==> src/rtl/fc8_intc_if.sv <==
// CPU-side bus and interrupt-line bundle for the FC8 interrupt controller.
// master = CPU/bus side, slave = fc8_intc.
interface fc8_intc_if;
   logic [15:0] addr;
   logic [7:0]  wdata;
   logic        we;
   logic [7:0]  rdata;
   logic [7:0]  src;
   logic        nmi_src;
   logic        irq_n;
   logic        nmi_n;

   modport master (output addr, wdata, we, src, nmi_src,
                   input  rdata, irq_n, nmi_n);
   modport slave  (input  addr, wdata, we, src, nmi_src,
                   output rdata, irq_n, nmi_n);
endinterface

==> src/rtl/fc8_intc.sv <==
// FC8 interrupt controller: 8 edge-triggered maskable sources plus one NMI, 4-byte register window.
// Optional FC8_INTC_SYNC_EN inserts a 2-flop synchronizer in front of edge detect.
module fc8_intc #(
   parameter logic [15:0] BASE_ADDR = 16'hFF00
) (
   input  logic       clk,
   input  logic       rst,
   fc8_intc_if.slave  bus
);
   logic [7:0] src_s;
   logic       nmi_s;

`ifdef FC8_INTC_SYNC_EN
   logic [7:0] src_m_q, src_s_q;
   logic       nmi_m_q, nmi_s_q;

   always_ff @(posedge clk or posedge rst) begin
      if (rst) begin
         src_m_q <= 8'hFF;
         src_s_q <= 8'hFF;
         nmi_m_q <= 1'b1;
         nmi_s_q <= 1'b1;
      end else begin
         src_m_q <= bus.src;
         src_s_q <= src_m_q;
         nmi_m_q <= bus.nmi_src;
         nmi_s_q <= nmi_m_q;
      end
   end

   assign src_s = src_s_q;
   assign nmi_s = nmi_s_q;
`else
   assign src_s = bus.src;
   assign nmi_s = bus.nmi_src;
`endif

   logic [7:0] src_prev_q;
   logic       nmi_prev_q;
   logic [7:0] pend_q, pend_d;
   logic [7:0] en_q, en_d;
   logic       gie_q, gie_d;
   logic       ovf_q, ovf_d;
   logic       nmi_pend_q, nmi_pend_d;
   logic       irq_n_q, nmi_n_q;

   logic       hit, wr_status, wr_mask, wr_ctrl;
   logic [7:0] src_rise;
   logic       nmi_rise;
   logic [7:0] vector;
   logic [7:0] rdata_c;

   assign hit       = (bus.addr[15:2] == BASE_ADDR[15:2]);
   assign wr_status = bus.we & hit & (bus.addr[1:0] == 2'd0);
   assign wr_mask   = bus.we & hit & (bus.addr[1:0] == 2'd1);
   assign wr_ctrl   = bus.we & hit & (bus.addr[1:0] == 2'd3);

   assign src_rise = src_s & ~src_prev_q;
   assign nmi_rise = nmi_s & ~nmi_prev_q;

   // Sets are OR'd in after the clear so a coincident edge always wins.
   always_comb begin
      pend_d     = (pend_q & ~(wr_status ? bus.wdata : 8'h00)) | src_rise;
      ovf_d      = (ovf_q & ~(wr_ctrl & bus.wdata[6])) | (|(src_rise & pend_q));
      nmi_pend_d = (nmi_pend_q & ~(wr_ctrl & bus.wdata[1])) | nmi_rise;
      en_d       = wr_mask ? bus.wdata : en_q;
      gie_d      = wr_ctrl ? bus.wdata[0] : gie_q;
   end

   always_ff @(posedge clk or posedge rst) begin
      if (rst) begin
         src_prev_q <= 8'hFF;
         nmi_prev_q <= 1'b1;
         pend_q     <= 8'h00;
         en_q       <= 8'h00;
         gie_q      <= 1'b0;
         ovf_q      <= 1'b0;
         nmi_pend_q <= 1'b0;
         irq_n_q    <= 1'b1;
         nmi_n_q    <= 1'b1;
      end else begin
         src_prev_q <= src_s;
         nmi_prev_q <= nmi_s;
         pend_q     <= pend_d;
         en_q       <= en_d;
         gie_q      <= gie_d;
         ovf_q      <= ovf_d;
         nmi_pend_q <= nmi_pend_d;
         irq_n_q    <= ~(gie_q & (|(pend_q & en_q)));
         nmi_n_q    <= ~nmi_pend_q;
      end
   end

   always_comb begin
      vector = 8'hFF;
      for (int i = 7; i >= 0; i--) begin
         if (pend_q[i] & en_q[i]) vector = 8'(i);
      end
   end

   always_comb begin
      rdata_c = 8'h00;
      if (hit) begin
         case (bus.addr[1:0])
            2'd0: rdata_c = pend_q;
            2'd1: rdata_c = en_q;
            2'd2: rdata_c = vector;
            2'd3: rdata_c = {ovf_q, 4'b0000, nmi_pend_q, 1'b0, gie_q};
            default: rdata_c = 8'h00;
         endcase
      end
   end

   assign bus.rdata = rdata_c;
   assign bus.irq_n = irq_n_q;
   assign bus.nmi_n = nmi_n_q;
endmodule

==> src/flat_wrapper.sv <==
// flat-port wrapper written by rule: the top's interface ports become plain ports
module fc8_intc_flat 
#(
   parameter logic [15:0] BASE_ADDR = 16'hFF00
)
  (clk, rst, bus_addr, bus_wdata, bus_we, bus_src, bus_nmi_src, bus_rdata, bus_irq_n, bus_nmi_n);
  fc8_intc_if bus_i ();
  input  logic clk;
  input  logic rst;
  input wire logic [$bits(bus_i.addr)-1:0] bus_addr;
  input wire logic [$bits(bus_i.wdata)-1:0] bus_wdata;
  input wire logic [$bits(bus_i.we)-1:0] bus_we;
  input wire logic [$bits(bus_i.src)-1:0] bus_src;
  input wire logic [$bits(bus_i.nmi_src)-1:0] bus_nmi_src;
  output wire logic [$bits(bus_i.rdata)-1:0] bus_rdata;
  output wire logic [$bits(bus_i.irq_n)-1:0] bus_irq_n;
  output wire logic [$bits(bus_i.nmi_n)-1:0] bus_nmi_n;
  assign bus_i.addr = bus_addr;
  assign bus_i.wdata = bus_wdata;
  assign bus_i.we = bus_we;
  assign bus_i.src = bus_src;
  assign bus_i.nmi_src = bus_nmi_src;
  assign bus_rdata = bus_i.rdata;
  assign bus_irq_n = bus_i.irq_n;
  assign bus_nmi_n = bus_i.nmi_n;
  fc8_intc #(.BASE_ADDR(BASE_ADDR)) u_core (.clk(clk), .rst(rst), .bus(bus_i));
endmodule
==> config.mk <==
export PLATFORM = sky130hd
export DESIGN_NAME = fc8_intc_flat
export DESIGN_NICKNAME = d
export VERILOG_FILES = /design/src/rtl/fc8_intc_if.sv /design/src/rtl/fc8_intc.sv /design/src/flat_wrapper.sv
export SDC_FILE = /design/constraint.sdc
export NUM_CORES = 1
export LEC_CHECK = 0
export BUFFER_PORTS_ARGS = -buffer_cell sky130_fd_sc_hd__buf_2
export CAP_MARGIN = 10
export CORE_UTILIZATION = 48
export CTS_BUF_LIST = sky130_fd_sc_hd__clkbuf_8
export DETAILED_ROUTE_END_ITERATION = 6
export GPL_TIMING_DRIVEN = 0
export PLACE_DENSITY = 0.86
export SKIP_LAST_GASP = 1
export SLEW_MARGIN = 5
export SYNTH_ARGS = -nofsm -noshare
export SYNTH_HDL_FRONTEND = slang
export SYNTH_SLANG_ARGS = --single-unit
==> constraint.sdc <==
create_clock -name clk -period 1.6 [get_ports clk]
set_input_delay 0 -clock clk [delete_from_list [all_inputs] [get_ports clk]]
set_output_delay 0 -clock clk [all_outputs]
set_load 0.01 [all_outputs]
==> results of run 1 <==
[power by group]
group	switching (W)	internal, W	total [W]
Combinational	0.000101	0.000100	0.000202
Sequential	0.00000497	0.000780	0.000785
Clock	0.000260	0.000288	0.000549
[worst register-to-register path, delay by kind of cell (launching register included)]
family	cells	cell delay, ns
flops	1	0.41
simple gates	4	0.38
buf+inv	1	0.16
[how the worst max path moves through the flow]
stage,start,end,slack [ns],depth (start not counted)
2_1_floorplan,u_core.pend_q[3],bus_rdata[7],0.26,4
3_3_place_gp,u_core.pend_q[3],bus_rdata[7],-0.11,5
3_5_place_dp,u_core.pend_q[3],bus_rdata[7],-0.15,5
4_1_cts,u_core.pend_q[5],bus_rdata[7],-0.07,5
5_1_grt,u_core.pend_q[4],bus_rdata[7],-0.12,5
6_report,u_core.en_q[4],bus_rdata[7],-0.07,5
[routing by layer]
metal  track usage [%]  part of all wire (%)  wire (um)  up-vias
li1                  -                     -          -      730
met1              34.0                    38       1740      781
met2              45.1                    50       2270       96
met3              7.64                   9.2        419       12
met4              12.6                   2.4        110        0
met5                 0                     0          0        -
[per-stage QoR]
stage	power [W]	setup TNS [ns]	setup slack (ns)
after floorplan	0.000875	0	0.258
after global placement	0.000942	-0.305	-0.113
after detailed placement	0.000947	-0.540	-0.154
after CTS	0.00154	-0.165	-0.0703
after global routing	0.00160	-0.666	-0.121
final	0.00154	-0.168	-0.0696
[cell type report]
class,instances,share of cell area [%]
buffer,7,1.56
clock buffer,5,3.07
clock inverter,3,0.502
inverter,13,2.18
multi-input combinational,110,34.9
sequential,30,34.2
tap,44,2.46
timing repair buffer,69,21.2
[layout by cell type (no fill, tap or decap), drive strengths merged]
cell type,n
a21oi,6
a22o,2
a22oi,3
a31oi,2
a32o,1
and2,1
and3,1
and4,2
and4b,1
buf,53
clkbuf,10
dfrtp,19
dfstp,11
dlygate4sd3,18
inv,16
mux2,9
mux2i,5
nand2,4
nand2b,2
nand3,11
nand3b,8
nand4,5
nor2,11
nor2b,1
nor3,4
nor4b,1
nor4bb,1
o21a,4
o21ai,21
o221ai,1
o311a,1
o31ai,1
or3,1
[repair_timing]
action                                  in CTS  in global routing
endpoints found under the setup margin       5                  7
gates resized for setup                      7                  2
pin swaps                                    5                  2
buffers inserted                             7                  0
hold endpoints to repair                    25                  6
hold buffers                                17                  1
[state kept, by name, summed over array words and instances, names as in the netlist]
signal and flops:
u_core.en_q 8, u_core.pend_q 8, u_core.src_prev_q 8, u_core.bus.irq_n 1, u_core.bus.nmi_n 1, u_core.gie_q 1, u_core.nmi_pend_q 1, u_core.nmi_prev_q 1
u_core.ovf_q 1
[cells by family after synthesis]
| family | Yosys count |
|---|---|
| AO/OA/AOI/OAI | 42 |
| buffers and inverters | 20 |
| flip-flops | 30 |
| multiplexers | 14 |
| AND/OR/NAND/NOR | 54 |
==> out/metrics.csv, run 1 <==
metric,value,unit
async_reset_ff_share,100,%
synth_edf_count,0,
holdWs,0.144,ns
synth_fa_ha_area_share,0,%
ff2ff_setup_slack,0.54,ns
antenna_found_initial,0,
setup_viol,6,
syn_inst,160,
postPlaceCellArea,1860,um2
gp_congestion,0.900,
crit_required,1.60,ns
route.vias.total,1619,
synth_area,1590,um2
avgSynthCellArea,9.96,um2
rsz0062_at_grt,true,
clk_latency,0.28,ns
synth_xor_xnor_area_share,0,%
cts_tree,built,
stdcell_count,281,
port_buffers,43,
cap_violations,0,
ios,46,
ant_nets,0,
r2r-start,u_core.pend_q[3],
start_kind,register,
wl_per_cell,16.1,um
die_h,59.6,um
design.core.area,3100,um2
synth_top_family_by_area,simple AND/OR/NAND/NOR gates,
crit_arrival,1.67,ns
finalHoldViolations,0,
hp-start,bus_addr[1],
synth_compound_area_share,15.9,%
r2r-end,u_core.ovf_q,
drive_gt1_share,37.6,%
design_area,2240,um2
holdPathStages,4,
synth_commonest_cells,"o21ai_0 (21), dfrtp_1 (19), inv_1 (13)",
relSlewSlack,57.3,%
fin_crit_sh,104,%
fp-row-count,20,
routed_via_density,5.76,
fin_skew,0.00186,ns
grt_pass1_vias,1576,
htreeDepth,2,
wl,4540,um
grt_pass1_wl,6980,um
slowest_stage,dfrtp_1,
rr_worst_depth,5,
worstPathCellList,a22oi_2 -> nand3_2 -> nor3_4 -> o311a_1 -> buf_2,
cts.sinks,30,
dieArea,3560,um2
dr.pass1.iters,5,
multi_input_area,782,um2
final_max_slew_viol_count,0,
setup_ws,-0.0696,ns
hold_path_class,in2reg,
clock_path_buffers,2,
diodes,0,
syn-num-nets,196,
gr-usage-all-layers,27.6,%
yosysUniqueCellTypes,36,
path_delay_family,flip-flops,
power_density,685,nW/um2
synth.top_cell.area_share,29.8,%
layout.nets,272,
grt_max_degree,31,
violations,negative setup slack,
synth.most_common_cell,o21ai_0,
slowest_delay,0.43,ns
first_iter_violations,72,
p_leak,1.03,nW
synthTopCellsByArea,"dfrtp_1 (30%), dfstp_2 (18%), o21ai_0 (6.6%)",
yosysTopAreaCell,dfrtp_1,
path_buf_inv,1,
whs_endpoint,u_core.nmi_pend_q,
area_growth,40.7,%
fp.dieW,59.6,um
cts_buffers,5,
fillCellCount,241,
synth_ff_type,dfrtp_1,
outcome,finished with violations,
dpl.cell_count,247,
start_util,51.4,%
critPathKind,reg2out,
fmax,0.599,GHz
drc_errors,0,
crit_fanout,5,
yosysWarnings,0,
synth-seq-cells,30,
fin_util,72.3,%
muxShareOfSynthArea,9.50,%
seq_area,766,um2
clk_pin_slew,0.06,ns
critPathCaptureType,output pin,
cts_root_buf,clkbuf_8,
dpl.hpwl,2760,um
period_needed,1.67,ns
worst_slew_pin_slew,0.638,ns
overflow,0,
ys_seq_area_share,48.0,%
synthSimpleGateAreaFrac,21.4,%
vdd_drop_max,0.665,mV
(Power assumes the default switching activity.)
==> run 2: changes to the inputs <==
Settings changed: RECOVER_POWER set to 25.
==> run 2 against run 1 <==
  * Global-route usage stayed put
  * Via count is 1.1% lower
  * The run still ends with negative setup slack left
  * Wire length is 0.31% lower
  * Highest routed layer unchanged
  * Critical path type unchanged
==> out/metrics.csv, run 2 (same netlist as run 1, synthesis figures left out) <==
metric,value,unit,change
clk_pin_slew,0.06,ns,about the same
start_util,51.4,%,unchanged
critPathKind,reg2out,,unchanged
final_cell_mix,"buf_2 (35), o21ai_0 (20), dlygate4sd3_1 (18), dfrtp_1 (18), inv_1 (16)",,"was buf_2 (44), o21ai_0 (20), dlygate4sd3_1 (18), dfrtp_1 (18), inv_1 (16)"
dieArea,3560,um2,unchanged
route.vias.total,1601,,was 1619
worst_slew_pin_slew,0.624,ns,was 0.638 ns
ff2ff_setup_slack,0.54,ns,about the same
p_seq_share,51.2,%,was 51.1%
multi_input_area,782,um2,unchanged
layout.nets,272,,unchanged
cts.sinks,30,,unchanged
cap_violations,0,,unchanged
area_growth,40.0,%,was 40.7%
wl,4520,um,was 4540 um
power_frac_clock,35.8,%,was 35.7%
final_max_slew_viol_count,0,,unchanged
ios,46,,unchanged
power_density,687,nW/um2,was 685 nW/um2
htreeDepth,2,,unchanged
gp_congestion,0.900,,unchanged
violations,negative setup slack,,unchanged
first_iter_violations,55,,was 72
setup_ws,-0.0689,ns,was -0.0696 ns
grt_pass1_vias,1576,,unchanged
fillCellCount,244,,was 241
p_leak,1.01,nW,was 1.03 nW
grt_pass1_wl,6980,um,unchanged
vdd_drop_max,0.665,mV,about the same
fp.dieW,59.6,um,unchanged
relSlewSlack,58.3,%,was 57.3%
dr.pass1.iters,4,,was 5
dpl.cell_count,247,,unchanged
fmax,0.599,GHz,about the same
dpl.hpwl,2760,um,unchanged
clk_latency,0.28,ns,about the same
grt_max_degree,31,,unchanged
pwr-share-comb,13.0,%,was 13.1%
cts_buffers,5,,unchanged
drive_gt1_share,33.8,%,was 37.6%
cts_root_buf,clkbuf_8,,unchanged
ant_nets,0,,unchanged
drc_errors,0,,unchanged
die_h,59.6,um,unchanged
wl_per_cell,16.1,um,about the same
crit_fanout,5,,unchanged
clock_path_buffers,2,,unchanged
crit_required,1.60,ns,about the same
internal_power,0.00117,W,about the same
setup_viol,6,,unchanged
crit_arrival,1.67,ns,about the same
design_area,2230,um2,was 2240 um2
antenna_found_initial,0,,unchanged
sw_frac_of_total,23.9,%,about the same
final_common_cell,buf_2,,unchanged
overflow,0,,unchanged
outcome,finished with violations,,unchanged
finalHoldViolations,0,,unchanged
port_buffers,43,,unchanged
fin_skew,0.00198,ns,was 0.00186 ns
start_kind,register,,unchanged
fin_crit_sh,104,%,about the same
switchingPower,0.000367,W,was 0.000366 W
stdcell_count,281,,unchanged
fin_util,71.9,%,was 72.3%
period_needed,1.67,ns,about the same
seq_area,766,um2,unchanged
top_regs,"u_core.en_q (8), u_core.pend_q (8), u_core.src_prev_q (8)",,unchanged
diodes,0,,unchanged
rsz0062_at_grt,true,,unchanged
design.core.area,3100,um2,unchanged
critPathCaptureType,output pin,,unchanged
hold_path_class,in2reg,,unchanged
routed_via_density,5.70,,was 5.76
cts_tree,built,,unchanged
holdWs,0.142,ns,was 0.144 ns
fp-row-count,20,,unchanged
gr-usage-all-layers,27.6,%,unchanged
postPlaceCellArea,1860,um2,unchanged
-- run 2: cell types whose count changed in the layout (fill, tap and decap cells not counted) --
cell,previous run,this run
buf_2,44,35
clkbuf_1,5,14
-- run 2: layer usage --
metal	track usage, %	vias up	routed length, um
met4	12.6	0	121
li1	-	733	-
met2	45.1	95	2260
met3	7.64	13	410
met1	34.0	760	1740
met5	0	-	0
-- run 2: worst paths after layout --
check                                     start                 to  cells past startpoint
max                              u_core.en_q[4]       bus_rdata[7]                      5
min                                 bus_addr[1]  u_core.nmi_pend_q                      4
max reg2reg                u_core.src_prev_q[7]       u_core.ovf_q                      4
min reg2reg                   u_core.nmi_pend_q   u_core.bus.nmi_n                      1
max in group asynchronous                   rst   u_core.bus.irq_n                      4
min in group asynchronous                   rst     u_core.en_q[7]                      3
-- run 2: metrics by stage --
stage          TNS (ns)  power, W  setup slack [ns]
2_1_floorplan         0  0.000875             0.258
3_3_place_gp     -0.305  0.000942            -0.113
3_5_place_dp     -0.540  0.000947            -0.154
4_1_cts          -0.165   0.00154           -0.0703
5_1_grt          -0.666   0.00159            -0.121
6_report         -0.199   0.00153           -0.0689
-- run 2: critical path: stages (launching register included) --
cell,delay (ns)
dfrtp_1,0.43
a22oi_2,0.22
nand3_2,0.14
nor3_4,0.25
o311a_1,0.20
buf_2,0.13
-- run 2: area by class of cell --
class                   count  area share [%]
plain buffers               7            1.57
clock buffers               5            3.08
clock inverters             3           0.505
inverters                  13            2.19
multi-input cells         110            35.1
flip-flops and latches     30            34.3
well taps                  44            2.47
repair buffers             69            20.8
-- run 2: power groups by stage --
stage,logic [W],registers [W],clock network (W)
3_3_place_gp,0.000146,0.000796,0
5_1_grt,0.000217,0.000786,0.000589
2_1_floorplan,0.0000792,0.000795,0
6_report,0.000199,0.000785,0.000549
4_1_cts,0.000185,0.000784,0.000567
3_5_place_dp,0.000150,0.000797,0
-- run 2: repair_timing --
item                                    CTS  global route
buffers inserted                          7             0
resized for setup                         7             2
hold buffers                             17             1
gates cloned                              0             0
pin swaps                                 5             2
endpoints found under the hold margin    25             6
endpoints found under the setup margin    5             7
==> run 3: changes to the inputs <==
Settings changed: SKIP_LAST_GASP 1 to not set.
==> run 3 against run 2 <==
  * The run still ends with negative setup slack left
  * Register-to-register slack about the same
  * Worst hold slack gained 0.00059 ns
  * Wire length is 0.15% lower
  * Count of clock-buffer cells in the layout unchanged
  * Final cell count unchanged
  * Maximum frequency fell by 0.82%
  * Combinational power about the same
  * Largest cell class unchanged
==> out/metrics.csv, run 3 (same netlist as run 1, synthesis figures left out) <==
metric,value,unit,change
area_growth,40.0,%,unchanged
outcome,finished with violations,,unchanged
start_kind,register,,unchanged
fp.dieW,59.6,um,unchanged
fin_crit_sh,105,%,was 104%
design_area,2230,um2,unchanged
start_util,51.4,%,unchanged
dieArea,3560,um2,unchanged
cts_root_buf,clkbuf_8,,unchanged
wl_per_cell,16.1,um,about the same
dpl.cell_count,247,,unchanged
overflow,0,,unchanged
worst_slew_pin_slew,0.592,ns,was 0.624 ns
rsz0062_at_grt,true,,unchanged
diodes,0,,unchanged
hold_path_class,in2reg,,unchanged
switchingPower,0.000369,W,was 0.000367 W
crit_arrival,1.68,ns,was 1.67 ns
gr-usage-all-layers,27.6,%,unchanged
critPathKind,reg2out,,unchanged
stdcell_count,281,,unchanged
drive_gt1_share,33.8,%,unchanged
ios,46,,unchanged
p_leak,1.01,nW,about the same
grt_max_degree,31,,unchanged
cts.sinks,30,,unchanged
grt_pass1_vias,1576,,unchanged
fillCellCount,244,,unchanged
sw_frac_of_total,24.0,%,was 23.9%
crit_required,1.60,ns,about the same
wl,4520,um,about the same
gp_congestion,0.900,,unchanged
htreeDepth,2,,unchanged
cap_violations,0,,unchanged
layout.nets,272,,unchanged
final_common_cell,buf_2,,unchanged
port_buffers,43,,unchanged
p_seq_share,51.1,%,was 51.2%
cts_buffers,5,,unchanged
ff2ff_setup_slack,0.55,ns,was 0.54 ns
vdd_drop_max,0.667,mV,was 0.665 mV
power_density,688,nW/um2,was 687 nW/um2
fin_skew,0.00182,ns,was 0.00198 ns
first_iter_violations,88,,was 55
antenna_found_initial,0,,unchanged
critPathCaptureType,output pin,,unchanged
dr.pass1.iters,4,,unchanged
fp-row-count,20,,unchanged
clk_latency,0.28,ns,about the same
dpl.hpwl,2760,um,unchanged
grt_pass1_wl,6980,um,unchanged
clock_path_buffers,2,,unchanged
die_h,59.6,um,unchanged
clk_pin_slew,0.06,ns,about the same
ant_nets,0,,unchanged
route.vias.total,1619,,was 1601
routed_via_density,5.76,,was 5.70
postPlaceCellArea,1860,um2,unchanged
finalHoldViolations,0,,unchanged
crit_fanout,5,,unchanged
design.core.area,3100,um2,unchanged
internal_power,0.00117,W,about the same
period_needed,1.68,ns,was 1.67 ns
pwr-share-comb,12.9,%,was 13.0%
drc_errors,0,,unchanged
power_frac_clock,35.9,%,was 35.8%
worstPathCellList,a22oi_2 -> nand3_2 -> nor3_4 -> o311a_1 -> buf_2,,unchanged
final_max_slew_viol_count,0,,unchanged
final_cell_mix,"buf_2 (35), o21ai_0 (20), dlygate4sd3_1 (18), dfrtp_1 (18), inv_1 (16)",,unchanged
relSlewSlack,60.4,%,was 58.3%
setup_ws,-0.0828,ns,was -0.0689 ns
top_regs,"u_core.en_q (8), u_core.pend_q (8), u_core.src_prev_q (8)",,unchanged
fin_util,71.9,%,unchanged
cts_tree,built,,unchanged
fmax,0.594,GHz,was 0.599 GHz
slowest_delay,0.44,ns,was 0.43 ns
violations,negative setup slack,,unchanged
setup_viol,6,,unchanged
slowest_stage,dfrtp_1,,unchanged
[run 3: cell counts in the layout (fill, tap and decap cells not counted)]
No cell type changed its count.
[run 3: worst max-delay path, delay by kind of cell (launching register included)]
kind | cells | cell delay, ns
AO/OA/AOI/OAI | 2 | 0.44
flip-flops | 1 | 0.44
AND/OR/NAND/NOR | 2 | 0.39
buffers and inverters | 1 | 0.13
[run 3: layout make-up]
cell class	instances	area (um2)	area share [%]
timing repair buffer	69	464	20.8
multi-input combinational	110	782	35.1
buffer	7	35.0	1.57
inverter	13	48.8	2.19
sequential	30	766	34.3
tap	44	55.1	2.47
clock buffer	5	68.8	3.08
clock inverter	3	11.3	0.505
[run 3: final timing paths]
path / from / endpoint / cells after the start
setup reg to reg: u_core.en_q[4] / u_core.bus.irq_n / 3
setup / recovery: u_core.en_q[4] / bus_rdata[7] / 5
max in group asynchronous: rst / u_core.bus.irq_n / 4
hold reg to reg: u_core.nmi_pend_q / u_core.bus.nmi_n / 1
min in group asynchronous: rst / u_core.en_q[7] / 3
hold / removal: bus_addr[1] / u_core.nmi_pend_q / 4
[run 3: power groups by stage]
stage                     combinational [W]  clock, W  sequential (W)
final                              0.000198  0.000551        0.000785
after global routing               0.000217  0.000589        0.000786
after CTS                          0.000185  0.000567        0.000784
after detailed placement           0.000150         0        0.000797
after global placement             0.000146         0        0.000796
after floorplan                   0.0000792         0        0.000795
[run 3: repair_timing]
action / in CTS / in global routing
endpoints found under the hold margin: 25 / 6
hold buffers: 17 / 1
pin swaps: 6 / 2
gates resized for setup: 7 / 2
setup buffers: 7 / 0
setup endpoints to repair: 5 / 7
[run 3: routing by layer]
metal | wire, um | track usage [%] | share of wire (%)
met1 | 1740 | 34.0 | 39
met2 | 2210 | 45.1 | 49
met3 | 427 | 7.64 | 9.5
met4 | 136 | 12.6 | 3.0
met5 | 0 | 0 | 0
[run 3: through the flow]
step	worst slack, ns	TNS, ns	total power [W]	hold WS (ns)
3_5_place_dp	-0.154	-0.540	0.000947	0.118
3_3_place_gp	-0.113	-0.305	0.000942	0.117
5_1_grt	-0.121	-0.621	0.00159	0.154
6_report	-0.0828	-0.227	0.00153	0.143
4_1_cts	-0.0703	-0.162	0.00154	0.0220
2_1_floorplan	0.258	0	0.000875	0.00448
